--- src/rtl/cp0_ctrl.sv ---
// CP0 exception/ERET/MTC0 sequencer: owns the CP0 register-file write port and
// keeps status/EPC shadows for EXL handling, interrupt gating and ERET redirect.
module cp0_ctrl #(
  parameter logic [31:0] EXC_VECTOR = 32'hBFC00380
) (
  input  logic        clk,
  input  logic        rst,
  input  logic        exc_req,
  input  logic [4:0]  exc_code,
  input  logic [31:0] exc_pc,
  input  logic        exc_bd,
  input  logic        eret_req,
  input  logic        mtc0_req,
  input  logic [4:0]  mtc0_addr,
  input  logic [31:0] mtc0_wdata,
  output logic        mtc0_ack,
  input  logic [5:0]  hw_int,
  output logic        busy,
  output logic        flush,
  output logic [31:0] redirect_pc,
  output logic        int_pending,
  output logic [31:0] epc,
  output logic [4:0]  cp0_waddr,
  output logic [3:0]  cp0_wen,
  output logic [31:0] cp0_wdata
);

  localparam logic [4:0] ADDR_STATUS = 5'd12;
  localparam logic [4:0] ADDR_CAUSE  = 5'd13;
  localparam logic [4:0] ADDR_EPC    = 5'd14;
  localparam logic [31:0] EXL_MASK   = 32'h0000_0002;

  typedef enum logic [2:0] {
    IDLE,
    W_EPC,
    W_CAUSE,
    W_STATUS,
    E_STATUS
  } state_t;

  state_t      state;
  logic [4:0]  code_q;
  logic [31:0] pc_q;
  logic        bd_q;
  logic [31:0] status;
  logic [31:0] epc_q;

  logic        idle_ok;
  logic        acc_exc;
  logic        acc_eret;
  logic        acc_mtc0;
  logic [31:0] epc_val;

  // Reset gates acceptance so nothing is acked while rst is held.
  assign idle_ok  = (state == IDLE) && !rst;
  assign acc_exc  = idle_ok && exc_req;
  assign acc_eret = idle_ok && !exc_req && eret_req;
  assign acc_mtc0 = idle_ok && !exc_req && !eret_req && mtc0_req;
  assign epc_val  = bd_q ? 32'(pc_q - 32'd4) : pc_q;

  assign busy = (state != IDLE);
  assign epc  = epc_q;

  // Write port, flush and redirect are decoded from the current state (and the
  // MTC0 request in IDLE, which is written in the same cycle it is acked).
  always_comb begin
    mtc0_ack    = 1'b0;
    cp0_waddr   = 5'd0;
    cp0_wen     = 4'h0;
    cp0_wdata   = 32'd0;
    flush       = 1'b0;
    redirect_pc = 32'd0;
    case (state)
      IDLE: begin
        if (acc_mtc0) begin
          mtc0_ack  = 1'b1;
          cp0_waddr = mtc0_addr;
          cp0_wen   = 4'hF;
          cp0_wdata = mtc0_wdata;
        end
      end
      W_EPC: begin
        cp0_waddr = ADDR_EPC;
        cp0_wen   = 4'hF;
        cp0_wdata = epc_val;
      end
      W_CAUSE: begin
        cp0_waddr = ADDR_CAUSE;
        cp0_wen   = 4'hF;
        cp0_wdata = {bd_q, 15'b0, hw_int, 3'b0, code_q, 2'b0};
      end
      W_STATUS: begin
        cp0_waddr   = ADDR_STATUS;
        cp0_wen     = 4'hF;
        cp0_wdata   = status | EXL_MASK;
        flush       = 1'b1;
        redirect_pc = EXC_VECTOR;
      end
      E_STATUS: begin
        cp0_waddr   = ADDR_STATUS;
        cp0_wen     = 4'hF;
        cp0_wdata   = status & ~EXL_MASK;
        flush       = 1'b1;
        redirect_pc = epc_q;
      end
      default: ;
    endcase
  end

  // Cause is never read back here, so only status and EPC are shadowed; both
  // follow whatever this block writes to their register-file addresses.
  always_ff @(posedge clk or posedge rst) begin
    if (rst) begin
      state       <= IDLE;
      code_q      <= 5'd0;
      pc_q        <= 32'd0;
      bd_q        <= 1'b0;
      status      <= 32'd0;
      epc_q       <= 32'd0;
      int_pending <= 1'b0;
    end else begin
      case (state)
        IDLE: begin
          if (acc_exc) begin
            code_q <= exc_code;
            pc_q   <= exc_pc;
            bd_q   <= exc_bd;
            state  <= W_EPC;
          end else if (acc_eret) begin
            state <= E_STATUS;
          end
        end
        W_EPC:    state <= W_CAUSE;
        W_CAUSE:  state <= W_STATUS;
        W_STATUS: state <= IDLE;
        E_STATUS: state <= IDLE;
        default:  state <= IDLE;
      endcase

      if (cp0_wen != 4'h0) begin
        if (cp0_waddr == ADDR_STATUS) status <= cp0_wdata;
        if (cp0_waddr == ADDR_EPC)    epc_q  <= cp0_wdata;
      end

      if (state == W_STATUS) int_pending <= 1'b0;
      else int_pending <= status[0] & ~status[1] & (|(hw_int & status[15:10]));
    end
  end

endmodule

--- config.mk ---
export PLATFORM = sky130hd
export DESIGN_NAME = cp0_ctrl
export DESIGN_NICKNAME = d
export VERILOG_FILES = /design/src/rtl/cp0_ctrl.sv
export SDC_FILE = /design/constraint.sdc
export NUM_CORES = 1
export LEC_CHECK = 0
export ABC_AREA = 1
export ABC_CLOCK_PERIOD_IN_PS = 6000
export BUFFER_PORTS_ARGS = -buffer_cell sky130_fd_sc_hd__buf_4
export CAP_MARGIN = 20
export CORE_MARGIN = 3
export CORE_UTILIZATION = 51
export DETAILED_ROUTE_END_ITERATION = 10
export HOLD_SLACK_MARGIN = 0.08
export MAX_ROUTING_LAYER = met4
export PLACE_DENSITY = 0.91
export SYNTH_ARGS = -nofsm -noshare
export SYNTH_HDL_FRONTEND = slang
export SYNTH_SLANG_ARGS = --single-unit
--- constraint.sdc ---
create_clock -name clk -period 6 [get_ports clk]
set_input_delay 0.9 -clock clk [delete_from_list [all_inputs] [get_ports clk]]
set_output_delay 0.9 -clock clk [all_outputs]
set_load 0.02 [all_outputs]
==> results of run 1 <==
[worst max path at each step]
stage / start / endpoint / cells after the start
detailed placement: state[1] / cp0_wdata[11] / 8
finish: state[1] / cp0_wdata[11] / 8
CTS: state[1] / cp0_wdata[11] / 8
global route: state[1] / cp0_wdata[11] / 8
global placement: state[1] / cp0_wdata[11] / 8
floorplan: rst / cp0_wdata[1] / 6
[cell usage in the layout, fill, tap and decap left out, drive strengths merged]
cell type    n
nand2      388
buf        196
nor2       110
dfrtp      106
inv         86
o21ai       48
nand3       36
a22oi       23
a21oi       12
clkbuf      10
nand4        7
xor2         6
o211ai       3
o2111ai      2
bufinv       2
clkinv       2
diode        1
o22ai        1
nor3b        1
a22o         1
ha           1
[area by class of cell]
type | instances | area (um2) | area share [%]
clock inverter | 6 | 87.6 | 1.13
inverter | 84 | 318 | 4.10
clock buffer | 10 | 239 | 3.08
sequential | 106 | 2650 | 34.2
antenna | 1 | 2.50 | 0.0323
tap | 140 | 175 | 2.26
timing repair buffer | 196 | 1470 | 19.0
multi-input combinational | 639 | 2810 | 36.3
[flip-flops by register name, indices dropped and copies added, names as in the netlist]
signal / count
state: 3
code_q: 5
int_pending: 1
epc: 32
status: 32
bd_q: 1
pc_q: 32
[worst min-delay path, delay by kind of cell, from the launching register on]
family	cells	cell delay, ps
flip-flops	1	350
AND/OR/NAND/NOR	2	100
[layer usage]
layer / up-vias / share of wire (%) / track usage [%]
met5: - / 0 / -
met4: 0 / 3.2 / 11.3
met3: 47 / 8.4 / 4.76
met2: 338 / 47 / 47.3
met1: 2902 / 41 / 37.9
li1: 3028 / - / -
[kinds of logic (layout without fill, tap and decap cells)]
| kind of cell | after synthesis | in the layout | share of synthesized area (%) |
|---|---|---|---|
| fa+ha+maj | 1 | 1 | 0.210 |
| simple gates | 542 | 542 | 37.0 |
| compound gates | 90 | 90 | 8.91 |
| xor+xnor | 6 | 6 | 0.880 |
| flops | 106 | 106 | 44.4 |
| buf+inv | 120 | 296 | 8.59 |
| other cells | 0 | 1 | 0 |
[metrics by stage]
stage          util (%)  hold slack [ps]  worst slack (ps)  std cells  area [um2]
2_1_floorplan         -              442               679        865        5970
3_3_place_gp       66.8              455              2330       1165        7430
3_5_place_dp       66.8              461              2210       1165        7430
4_1_cts            69.7              478              1840       1181        7760
5_1_grt            69.7              495              1540       1182        7760
6_report           69.7              476              1800       1182        7760
[power by group]
| part | total [uW] | switching, uW | internal (uW) | leakage [uW] |
|---|---|---|---|---|
| clock network | 650 | 271 | 379 | 0.000163 |
| registers | 1310 | 275 | 1040 | 0.00132 |
| logic | 2270 | 1490 | 782 | 0.00278 |
==> flow_summary.yaml, run 1 <==
global_routing:
  track_usage_pct: 29.5
  grt_max_degree: 76
  antenna_found_initial: 1
  grt_pass1_wl_um: 29400
  grt_overflow_total: 0
  grt_pass1_vias: 5858
detailed_routing:
  first_pass_iters: 6
  routedWlPerCell_um: 16.2
  vias: 6315
  finalWirelength_um: 19100
  drt-initial-drc-count: 643
  vias_per_cell: 5.34
  drt.antenna.violating_nets: 0
  drcViolationCount: 0
timing:
  slew_viol_final: 0
  finalCriticalPeriod_ps: 4200
  setup_tns_ps: 0
  worst_pin_slew_ps: 958
  rsz0062_at_grt: "no"
  skew_ps: 9.95
  hold_violations: 0
  relSlewSlack_pct: 36.1
  max_freq_ghz: 0.238
  period_share_pct: 70.0
  setup_viol: 0
layout:
  fillers: 966
  drive_gt1_share_pct: 23.2
  final_nets: 1123
  area_delta_synth_final_pct: 29.9
clock_tree:
  clockRootBuffer: "clkbuf_16"
  cts_sinks: 106
  cts_tree: "done"
  cts_hold_buf: 0
  cts_buffers: 9
  post-cts-setup-buffers: 0
  cts_resized: 0
  clock_path_buffers: 2
  clock_latency_ps: 350
  cts.clk_slew.worst_paths_ps: 70
  h-tree-depth: 3
floorplanning:
  core-area_um2: 11100
  rows: 38
  start_util_pct: 53.7
  io_pins: 195
  die_y_um: 114
  die-area_um2: 13000
  fp.dieW_um: 114
worst_setup_path:
  cp_slowest_cell: "nand2_2"
  reg2regPathDepth: 9
  r2r_end: "status[13]"
  path_common_cell: "nand2_1"
  cp-start-kind: "flop"
  crit_type: "flop to output pin"
  regToRegSetupSlack_ps: 2640
  critPathRequiredTime_ps: 5100
  cpPeakStageDelay_ps: 780
  path_max_fanout: 33
  crit_arrival_ps: 3300
  r2r-start: "state[1]"
  cp-end-kind: "output pin"
  timing.critical_path.cells: "nor2_4 > nand2_1 > nand2_2 > inv_1 > o22ai_1 > a21oi_1 > nand2_1 > buf_4"
  worst-path-buf-inv: 2
  critical_path.top_delay_family: "simple AND/OR/NAND/NOR gates"
yosys:
  synthCells: 865
  synth_flop_cell: "dfrtp_1"
  yosysWarnings: 0
  async_reset_ff_share_pct: 100
  synthTopCellsByArea: "dfrtp_1, nand2_1, nor2_1, inv_1, o21ai_0"
  seq_area_frac_synth_pct: 44.4
  synth_area_per_cell_um2: 6.90
  synth_edf_count: 0
  synth_most_common_cell: "nand2_1"
  syn_nets: 952
  synth.distinct_cells: 28
  synth_top_area_share_pct: 44.4
  synth_commonest_cells: "nand2_1, dfrtp_1, nor2_1"
  synth-seq-cells: 106
  syn_area_um2: 5970
  synth_top_area_cell: "dfrtp_1"
hold_path:
  min_to: "status[31]"
  hp-start: "status[31]"
  hold_path_class: "flop to flop"
  hold_depth: 2
outcome:
  outcome: "completed"
placed_design:
  gp_congestion: 0.956
  portBuffers: 194
  hpwl_um: 14300
power_and_ir_drop:
  cellLeakagePower_uw: 0.00426
  power.total_uw: 4240
  irDropWorstVdd_mv: 0.322
  powerDensity_nw_per_um2: 546
job:
  cap_viol_max_count: 0
Note: power is estimated with default switching activity, not from simulation.
==> run 2: changes to the inputs <==
==> config.mk (replaced) <==
export PLATFORM = sky130hd
export DESIGN_NAME = cp0_ctrl
export DESIGN_NICKNAME = d
export VERILOG_FILES = /design/src/rtl/cp0_ctrl.sv
export SDC_FILE = /design/constraint.sdc
export NUM_CORES = 1
export LEC_CHECK = 0
export ABC_AREA = 0
export ABC_CLOCK_PERIOD_IN_PS = 3750
export BUFFER_PORTS_ARGS = -buffer_cell sky130_fd_sc_hd__buf_4
export CAP_MARGIN = 20
export CORE_MARGIN = 3
export CORE_UTILIZATION = 46
export DETAILED_ROUTE_END_ITERATION = 10
export HOLD_SLACK_MARGIN = 0.08
export MAX_ROUTING_LAYER = met4
export PLACE_DENSITY = 0.88
export SYNTH_ARGS = -nofsm -noshare
export SYNTH_HDL_FRONTEND = slang
export SYNTH_SLANG_ARGS = --single-unit
==> constraint.sdc (replaced) <==
create_clock -name clk -period 3.75 [get_ports clk]
set_input_delay 0.5625 -clock clk [delete_from_list [all_inputs] [get_ports clk]]
set_output_delay 0.5625 -clock clk [all_outputs]
set_load 0.02 [all_outputs]
==> flow_summary.yaml, run 2 <==
global_routing:
  track_usage_pct: 25.9
  grt_overflow_total: 0
  antenna_found_initial: 0
  grt_pass1_vias: 5149
  grt_pass1_wl_um: 28100
  grt_max_degree: 65
hold_path:
  hold_path_class: "input port to asynchronous set/reset pin"
timing:
  slew_viol_final: 0
  layout_setup_ws_ps: 209
  relSlewSlack_pct: 32.5
  worst_pin_slew_ps: 1010
  finalCriticalPeriod_ps: 3540
  setup_viol: 0
  period_share_pct: 94.4
  skew_ps: 5.72
  hold_violations: 0
  setup_tns_ps: 0
  hold_ws_ps: 403
  max_freq_ghz: 0.282
  rsz0062_at_grt: "no"
placed_design:
  pre_cts_slack_ps: 554
  gp_congestion: 0.940
  hpwl_um: 12900
  placed_area_um2: 7390
  dp_cells: 923
  portBuffers: 194
detailed_routing:
  drt-initial-drc-count: 677
  first_pass_iters: 7
  finalWirelength_um: 17700
  routedWlPerCell_um: 18.9
  drcViolationCount: 0
  drt.antenna.violating_nets: 0
  vias_per_cell: 5.75
  vias: 5408
layout:
  stdcell_count: 940
  drive_gt1_share_pct: 37.7
  final_nets: 854
  antenna_cells: 0
  regArea_um2: 2650
  multi_input_area_um2: 2820
  fin_area_um2: 7750
  area_delta_synth_final_pct: 34.7
  mostFrequentLayoutCells: "buf_4, dfrtp_1, nor2_1"
  fillers: 1034
  layout_commonest_cell: "buf_4"
floorplanning:
  die_y_um: 118
  core-area_um2: 12100
  rows: 40
  fp.dieW_um: 118
  die-area_um2: 13900
  start_util_pct: 47.5
  io_pins: 195
power_and_ir_drop:
  power_switching_uw: 3360
  powerDensity_nw_per_um2: 970
  irDropWorstVdd_mv: 0.418
  p_seq_share_pct: 31.4
  power.share.switching_pct: 44.6
  p_clk_share_pct: 14.7
  cellLeakagePower_uw: 0.00374
  p_int_uw: 4160
  p_comb_share_pct: 53.9
worst_setup_path:
  cpPeakStageDelay_ps: 720
  crit_type: "flop to output pin"
  critPathRequiredTime_ps: 3190
  cp-end-kind: "output pin"
  cp-start-kind: "flop"
  crit_arrival_ps: 2980
  timing.critical_path.cells: "or4_1 > nor4_2 > a21oi_1 > nor3_1 > inv_1 > buf_4"
  cp_slowest_cell: "or4_1"
  path_max_fanout: 9
yosys:
  synth.distinct_cells: 64
  synth_edf_count: 0
  synth-seq-cells: 106
  synth_flop_cell: "dfrtp_1"
  syn_area_um2: 5760
  synth_top_area_share_pct: 46.1
  syn_nets: 682
  synth_most_common_cell: "dfrtp_1"
  synth_top_area_cell: "dfrtp_1"
  async_reset_ff_share_pct: 100
  synthTopCellsByArea: "dfrtp_1, mux2_2, nor2_1, a21oi_1, and2_1"
  yosysWarnings: 0
  synth_commonest_cells: "dfrtp_1, nor2_1, a21oi_1"
  synthCells: 595
  seq_area_frac_synth_pct: 46.1
  synth_area_per_cell_um2: 9.68
clock_tree:
  h-tree-depth: 3
  clockRootBuffer: "clkbuf_16"
  cts.clk_slew.worst_paths_ps: 70
  cts_sinks: 106
  clock_path_buffers: 2
  cts_buffers: 9
  cts_tree: "done"
  clock_latency_ps: 340
job:
  cap_viol_max_count: 0
outcome:
  outcome: "completed"
## run 2: cell types whose count changed after synthesis, moves of 13 or more
cell      previous run  this run
clkbuf_1            12        36
and2_1               0        24
o21ai_0             47         5
a22oi_1             23        10
nor2_1             101        75
a21o_1               0        14
nand3_1             32         6
mux2_2               0        41
a31oi_1              0        17
nand2_1            380        25
inv_1               80        24
a21oi_1             12        54
## run 2: path summary, 6_finish.rpt
check                      startpoint             to  slack [ps]  cells after the start
setup / recovery             pc_q[16]  cp0_wdata[19]         210                      6
hold / removal                    rst       state[0]         400                      2
setup reg to reg                 bd_q      status[9]        1030                      6
hold reg to reg             status[1]    int_pending         450                      1
max in group asynchronous         rst        pc_q[6]        2630                      3
min in group clk           exc_pc[12]       pc_q[12]         450                      2
## run 2: cell families after synthesis
logic type	after synthesis	share of synthesized area (%)
mux	44	8.54
compound gates	155	19.0
flops	106	46.1
simple gates	203	18.8
fa+ha+maj	1	0.217
buf+inv	74	5.50
xor+xnor	12	1.83
## run 2: layer usage
metal  GRT usage, %  share of wire, %  vias to the layer above
li1               -                 -                     2501
met1           35.3                43                     2562
met2           40.2                47                      311
met3           4.08               8.0                       34
met4           7.77               2.0                        0
met5              -                 0                        -
## run 2: power groups by stage
stage	clock network, uW	logic, uW	registers, uW
4_1_cts	1110	4060	2340
6_report	1110	4050	2360
2_1_floorplan	0	2460	2340
3_5_place_dp	0	4040	2350
5_1_grt	1160	4400	2450
3_3_place_gp	0	3950	2310
## run 2: metrics by stage
stage,utilization [%],power (uW)
detailed placement,61.0,6400
floorplan,-,4800
finish,64.0,7520
global route,64.0,8010
global placement,61.0,6260
CTS,64.0,7510
## run 2: timing repair
action | in CTS | in global routing
hold endpoints to repair | 0 | 0
gates resized for setup | 0 | 0
hold buffers | 0 | 0
setup endpoints to repair | 0 | 1
setup buffers | 0 | 1
## run 2: layout make-up
class | instances | share of cell area (%)
sequential | 106 | 34.2
tap | 168 | 2.71
clock inverter | 6 | 1.47
clock buffer | 10 | 3.08
multi-input combinational | 415 | 36.4
inverter | 24 | 1.19
timing repair buffer | 211 | 20.9
## run 2: worst max-delay path, delay by kind of cell, from the launching register on
family / cells / cell delay, ps
AOI/OAI and AO/OA: 1 / 160
buffers and inverters: 2 / 250
DFF: 1 / 440
and+or+nand+nor: 3 / 1790
